`config.mk`:
```
export PLATFORM = sky130hd
export DESIGN_NAME = rr_priority_encoder_flat
export DESIGN_NICKNAME = d
export VERILOG_FILES = /design/src/rtl/rr_priority_encoder_if.sv /design/src/rtl/rr_priority_encoder.sv /design/src/flat_wrapper.sv
export SDC_FILE = /design/constraint.sdc
export NUM_CORES = 1
export LEC_CHECK = 0
export ABC_CLOCK_PERIOD_IN_PS = 1550
export CAP_MARGIN = 25
export CORE_MARGIN = 5
export CORE_UTILIZATION = 35
export DETAILED_ROUTE_END_ITERATION = 16
export PLACE_DENSITY = 0.66
export SLEW_MARGIN = 40
export SYNTH_ARGS = -nofsm -noshare
export SYNTH_HDL_FRONTEND = slang
export SYNTH_SLANG_ARGS = --single-unit
```
`constraint.sdc`:
```
create_clock -name clk -period 1.55 [get_ports clk]
set_input_delay 0.2325 -clock clk [delete_from_list [all_inputs] [get_ports clk]]
set_output_delay 0.2325 -clock clk [all_outputs]
set_load 0.03 [all_outputs]
```
`src/rtl/rr_priority_encoder_if.sv`:
```
// rr_priority_encoder_if: request-in / index-out valid-ready bundle.
interface rr_priority_encoder_if #(parameter int N = 8);
  localparam int W = $clog2(N);
  logic         in_valid;
  logic [N-1:0] in_req;
  logic         in_ready;
  logic         out_valid;
  logic [W-1:0] out_index;
  logic [N-1:0] out_onehot;
  logic         out_none;
  logic         out_multi;
  logic         out_ready;
  modport master (
    output in_valid, in_req, out_ready,
    input  in_ready, out_valid, out_index, out_onehot, out_none, out_multi
  );
  modport slave (
    input  in_valid, in_req, out_ready,
    output in_ready, out_valid, out_index, out_onehot, out_none, out_multi
  );
endinterface

```
`src/rtl/rr_priority_encoder.sv`:
```
// rr_priority_encoder: registered N-to-log2(N) encoder, fixed-priority or round-robin.
module rr_priority_encoder #(
  parameter int N    = 8,
  parameter int MODE = 0
) (
  input logic clk,
  input logic rst,
  rr_priority_encoder_if.slave bus
);
  localparam int W = $clog2(N);
  logic         out_valid_q, out_valid_d;
  logic [W-1:0] out_index_q, out_index_d;
  logic [N-1:0] out_onehot_q, out_onehot_d;
  logic         out_none_q, out_none_d;
  logic         out_multi_q, out_multi_d;
  logic [W-1:0] ptr_q, ptr_d;
  logic [W-1:0] sel, j;
  logic         none, multi, in_ready, accept;
  // Scan order position k maps to a request line; rotated by ptr in round-robin.
  function automatic int rot(input int k, input logic [W-1:0] p);
    return (MODE != 0) ? (int'(p) + k) % N : k;
  endfunction
  assign in_ready = !out_valid_q || bus.out_ready;
  assign accept   = bus.in_valid && in_ready;
  always_comb begin
    sel = '0;
    j   = '0;
    for (int k = N - 1; k >= 0; k--) begin
      j = W'(rot(k, ptr_q));
      if (bus.in_req[j]) sel = j;
    end
    none         = ~|bus.in_req;
    multi        = |(bus.in_req & (bus.in_req - N'(1)));
    out_valid_d  = accept ? 1'b1 : (bus.out_ready ? 1'b0 : out_valid_q);
    out_index_d  = accept ? (none ? '0 : sel) : out_index_q;
    out_onehot_d = accept ? (none ? '0 : N'(1) << sel) : out_onehot_q;
    out_none_d   = accept ? none : out_none_q;
    out_multi_d  = accept ? multi : out_multi_q;
    ptr_d        = (MODE != 0 && accept && !none) ? ((sel == W'(N - 1)) ? '0 : sel + 1'b1) : ptr_q;
  end
  always_ff @(posedge clk or posedge rst) begin
    if (rst) begin
      out_valid_q  <= 1'b0;
      out_index_q  <= '0;
      out_onehot_q <= '0;
      out_none_q   <= 1'b0;
      out_multi_q  <= 1'b0;
      ptr_q        <= '0;
    end else begin
      out_valid_q  <= out_valid_d;
      out_index_q  <= out_index_d;
      out_onehot_q <= out_onehot_d;
      out_none_q   <= out_none_d;
      out_multi_q  <= out_multi_d;
      ptr_q        <= ptr_d;
    end
  end
  assign bus.in_ready   = in_ready;
  assign bus.out_valid  = out_valid_q;
  assign bus.out_index  = out_index_q;
  assign bus.out_onehot = out_onehot_q;
  assign bus.out_none   = out_none_q;
  assign bus.out_multi  = out_multi_q;
endmodule
```
`src/flat_wrapper.sv`:
```
// flat-port wrapper written by rule: the top's interface ports become plain ports
module rr_priority_encoder_flat 
#(
  parameter int N    = 8,
  parameter int MODE = 0
)
  (clk, rst, bus_in_valid, bus_in_req, bus_out_ready, bus_in_ready, bus_out_valid, bus_out_index, bus_out_onehot, bus_out_none, bus_out_multi);
  rr_priority_encoder_if #(.N(N)) bus_i ();
  input logic clk;
  input logic rst;
  input wire logic [$bits(bus_i.in_valid)-1:0] bus_in_valid;
  input wire logic [$bits(bus_i.in_req)-1:0] bus_in_req;
  input wire logic [$bits(bus_i.out_ready)-1:0] bus_out_ready;
  output wire logic [$bits(bus_i.in_ready)-1:0] bus_in_ready;
  output wire logic [$bits(bus_i.out_valid)-1:0] bus_out_valid;
  output wire logic [$bits(bus_i.out_index)-1:0] bus_out_index;
  output wire logic [$bits(bus_i.out_onehot)-1:0] bus_out_onehot;
  output wire logic [$bits(bus_i.out_none)-1:0] bus_out_none;
  output wire logic [$bits(bus_i.out_multi)-1:0] bus_out_multi;
  assign bus_i.in_valid = bus_in_valid;
  assign bus_i.in_req = bus_in_req;
  assign bus_i.out_ready = bus_out_ready;
  assign bus_in_ready = bus_i.in_ready;
  assign bus_out_valid = bus_i.out_valid;
  assign bus_out_index = bus_i.out_index;
  assign bus_out_onehot = bus_i.out_onehot;
  assign bus_out_none = bus_i.out_none;
  assign bus_out_multi = bus_i.out_multi;
  rr_priority_encoder #(.N(N), .MODE(MODE)) u_core (.clk(clk), .rst(rst), .bus(bus_i));
endmodule
```
**After elaboration in Yosys (flattened, before gate mapping)**

Index checks and enable logic that the tools add are counted.

- Register bits: 14
- Output and inout bits: 15

- Reduce and logical (&&, ||, !) cells: 7
- Bitwise operators: 1
- Mux-type cells: 12
- Shift-type cells: 1
- Add/sub/neg operators: 1

Operators with widths:

| operator | number |
|---|---|
| $mux W3 | 9 |
| $reduce_or A8 Y1 | 2 |
| $and A8 B8 Y8 | 1 |
| $mux W8 | 1 |
| $shl A1 B3 Y8 const A | 1 |
| $sub A8 B1 Y8 const B | 1 |
| $logic_not A1 Y1 | 2 |
| $mux W1 | 2 |
| $reduce_bool A2 Y1 | 1 |
| $logic_and A1 B1 Y1 | 1 |
| $logic_or A1 B1 Y1 | 1 |

**Longest topological paths before layout**

- Depth in word-level cells: 10
- Gate-level depth with buffers: 6
- Gate-level depth less buffers: 4

**Least setup slack after synthesis**

Ideal clock, no wire load.

- Kind: register to register
- Start point: reg u_core.out_valid_q, in the netlist u_core.bus.out_valid
- End point: reg u_core.out_onehot_q[1], in the netlist u_core.bus.out_onehot[1]
- Arrival time: 1.678 ns
- Clock period less this slack: 1.815 ns
- Stages on the path, launching flop included: 6
- Slack: -0.265 ns
- Setup time: 0.136 ns
- Buffers on the path: 2
- Path through: dfrtp_1 nand2b_1 nand2_1 clkbuf_1 buf_1 o21ai_0

- Word-level cells in the longest chain between the ends: 3

RTL lines:

| what | RTL line | source |
|---|---|---|
| from (decl) | rr_priority_encoder.sv:11 | `logic out_valid_q, out_valid_d;` |
| from (signal assigned) | rr_priority_encoder.sv:50 | `out_valid_q <= out_valid_d;` |
| $logic_not A1 Y1 | rr_priority_encoder.sv:23 | `assign in_ready = !out_valid_q \|\| bus.out_ready;` |
| $logic_or A1 B1 Y1 | rr_priority_encoder.sv:23 |  |
| via bus_in_ready | flat_wrapper.sv:14 | `output wire logic [$bits(bus_i.in_ready)-1:0] bus_in_ready;` |
| $logic_and A1 B1 Y1 | rr_priority_encoder.sv:24 | `assign accept = bus.in_valid && in_ready;` |
| to (signal assigned) | rr_priority_encoder.sv:52 | `out_onehot_q <= out_onehot_d;` |
| to (decl) | rr_priority_encoder.sv:13 | `logic [N-1:0] out_onehot_q, out_onehot_d;` |

The timed path passes the listed nets, and every way through them passes these cells.
A chain may end at the register's enable or synchronous reset.

**Final worst setup path**

- Start point: reg u_core.out_none_q, in the netlist u_core.bus.out_none
- End point: out bus_out_none

RTL lines:

| what | RTL line | source |
|---|---|---|
| from (decl) | rr_priority_encoder.sv:14 | `logic out_none_q, out_none_d;` |
| from (signal assigned) | rr_priority_encoder.sv:53 | `out_none_q <= out_none_d;` |
| to (decl) | flat_wrapper.sv:18 | `output wire logic [$bits(bus_i.out_none)-1:0] bus_out_none;` |

No word-level cell between the ends.

==> metrics.csv <==
stage,metric,value,unit
power_and_ir_drop,leakage,0.6904,nW
route,drc_errors,0,
global_route,first_global_vias,692,
finish,design_area,0.001199,mm²
global_route,grt_max_degree,21,
setup_path,critical_path.max_fanout,2,
clock_network,cts_tree,built,
route,dr.pass1.iters,4,
timing,rsz0062_at_grt,no,
synthesis,synth_cells,69,
synthesis,syn_area_per_cell,10.10,µm²
route,dr_total_vias,682,
setup_path,worst-path-buf-inv,1,
floorplan,initial_core_util,0.3626,
route,avgRoutedWirePerCell,13.22,µm
setup_path,critPathLaunchType,register,
synthesis,synth_top_area_share,0.5027,
finish,fin_cells,144,
placed_design,dpl_cell_area,0.001144,mm²
finish,final_layout_size_suffix_gt1_frac,0.2906,
status,run_status,"complete, no violations",
setup_path,worstSetupEndpointType,primary output,
clock_network,clock_path_buffers,2,
setup_path,cp_slowest_cell,clkdlybuf4s50_1,
timing,setup_viol,0,
floorplan,row_count,16,
timing,tightestPinTransition,0.5606,ns
job,maxCapViolCount,0,
placed_design,dpl.hpwl,1.468,mm
synthesis,yosysWarnings,0,
synthesis,synthTopCellsByCount,"14 x dfrtp_1, 12 x nand2_1, 6 x o21ai_0",
floorplan,die_w,54.62,µm
setup_path,slowest_delay,0.67,ns
synthesis,ys.flop_type,dfrtp_1,
placed_design,gp_congestion,0.8263,
synthesis,synth_area,696.9,µm²
global_route,grt_pass1_wl,3.015,mm
clock_network,cts_root_buf,clkbuf_4,
route,antenna_left,0,
power_and_ir_drop,power,0.8689,mW
finish,nNetsFinal,130,
synthesis,synth_most_common_cell,dfrtp_1,
timing,slew_headroom,0.6259,
timing,period_minus_slack,1.508,ns
synthesis,synth.top_cells.by_area,"dfrtp_1 50%, nand2_1 6.5%, o21ai_0 4.3%",
synthesis,ys_seq_area_frac,0.5027,
global_route,grtUsageTotal,0.1416,
setup_path,arrival,1.28,ns
route,vias_per_cell,4.736,
finish,area_delta_synth_final,71.99,%
synthesis,synth_top_area_cell,dfrtp_1,
synthesis,synthDistinctLibCells,27,
setup_path,critical_path_class,register to primary output,
clock_network,path_clk_slew,0.09,ns
finish,antenna_cells,0,
timing,period_share,0.9728,
synthesis,async_reset_ff_frac,1.000,
timing,hold_violations,0,
setup_path,worstPathRequired,1.32,ns
clock_network,cts_setup_buffers,0,
timing,fmax,0.6632,GHz
route,drt_iter0_markers,9,
synthesis,synth_edf_count,0,
finish,fin_util,0.6237,
floorplan,boundaryPins,27,
hold_path,worstHoldPathType,primary input to async pin,
timing,tns,0,ns
power_and_ir_drop,peakVddDrop,0.0005632,V
floorplan,coreArea,0.001922,mm²
clock_network,cts.sinks,14,
clock_network,cts_buffers,3,
global_route,grt.overflow.total,0,
route,drt_wl_total,1.904,mm
global_route,antenna_found_initial,0,
synthesis,synth_fp_nets,81,
clock_network,ctsHoldBuffers,0,
setup_path,crit_family,buffers and inverters,
floorplan,dieArea,0.002983,mm²
setup_path,worstPathCellList,clkdlybuf4s50_1,
placed_design,portBuffers,26,
timing,finClkSkew,0.009388,ns
floorplan,die_y,54.62,µm
placed_design,place_inst,140,
clock_network,worst_skew_pair.late_latency,0.28,ns
power_and_ir_drop,cellPowerDensity,724.9,mW/mm²
timing,slew_viol_final,0,
setup_path,r2r_slack,0.20,ns
clock_network,cts-htree-levels,1,
synthesis,ys_ff_latch,14,
-- cell type report --
type                            count  area [µm²]
Sequential cell                    14       351.6
Clock buffer                        4       26.28
Tap cell                           27       33.78
Timing Repair Buffer               47       439.2
Multi-Input combinational cell     51       344.1
Fill cell                         158       723.2
Inverter                            1       3.754
-- cell usage in the layout (no fill, tap or decap), drive strengths merged --
| master | instances |
|---|---|
| nand2 | 12 |
| o21ai | 7 |
| a2111o | 1 |
| and2 | 1 |
| inv | 1 |
| clkbuf | 4 |
| buf | 22 |
| dfrtp | 14 |
| nand2b | 4 |
| o31ai | 3 |
| nor2 | 3 |
| o21a | 1 |
| nor2b | 2 |
| a211oi | 2 |
| clkdlybuf4s50 | 8 |
| dlygate4sd2 | 5 |
| nor3 | 3 |
| maj3 | 1 |
| nor4 | 2 |
| dlymetal6s2s | 12 |
| mux2 | 2 |
| o41ai | 2 |
| nand3 | 2 |
| a2bb2oi | 1 |
| or4 | 1 |
| a41o | 1 |
-- metal layers --
layer	track usage	part of all wire
met1	0.1899	0.47
met2	0.2165	0.48
met3	0.01635	0.038
met4	0.08299	0.012
met5	0	0
-- stage by stage --
step                setup WS (ns)  hold WS (ns)
global route             0.003042        0.3528
detailed placement        -0.3334        0.4665
global placement          -0.3145        0.4638
CTS                      0.001000        0.3115
floorplan                 0.05110        0.1217
finish                    0.04216        0.2942
-- sequential cells by signal (all words and copies together) (netlist names) --
name / flops
u_core.bus.out_onehot: 8
u_core.bus.out_index: 3
u_core.bus.out_multi: 1
u_core.bus.out_none: 1
u_core.bus.out_valid: 1
-- logic make-up (layout without fill, tap and decap cells) --
kind of cell / count (synthesis) / in the layout / synth area share
muxes: 2 / 2 / 0.03231
DFF: 14 / 14 / 0.5027
adders and majority gates: 1 / 1 / 0.01436
AOI/OAI and AO/OA: 18 / 18 / 0.1903
and+or+nand+nor: 30 / 30 / 0.2388
buffers and inverters: 4 / 52 / 0.02154
-- what timing repair did --
item,CTS,global route
endpoints found under the setup margin,5,13
pin swaps,1,1
resized for setup,5,13
-- final timing paths --
check,startpoint,to,cells after the start
worst min register to register,u_core.bus.out_onehot[4]$_DFFE_PP0P_,u_core.bus.out_onehot[4]$_DFFE_PP0P_,2
worst max register to register,u_core.bus.out_valid$_DFFE_PP0P_,u_core.bus.out_onehot[6]$_DFFE_PP0P_,4
max in group asynchronous,rst,u_core.bus.out_valid$_DFFE_PP0P_,2
min in group clk,bus_in_req[3],u_core.bus.out_onehot[6]$_DFFE_PP0P_,5
worst max-delay path,u_core.bus.out_none$_DFFE_PP0P_,bus_out_none,1
worst min-delay path,rst,u_core.bus.out_index[1]$_DFFE_PP0P_,2
-- where the power goes --
group,switching [mW],internal (mW)
Sequential,0.0115,0.389
Clock,0.118,0.0996
Combinational,0.135,0.116
(Power assumes the default switching activity.)
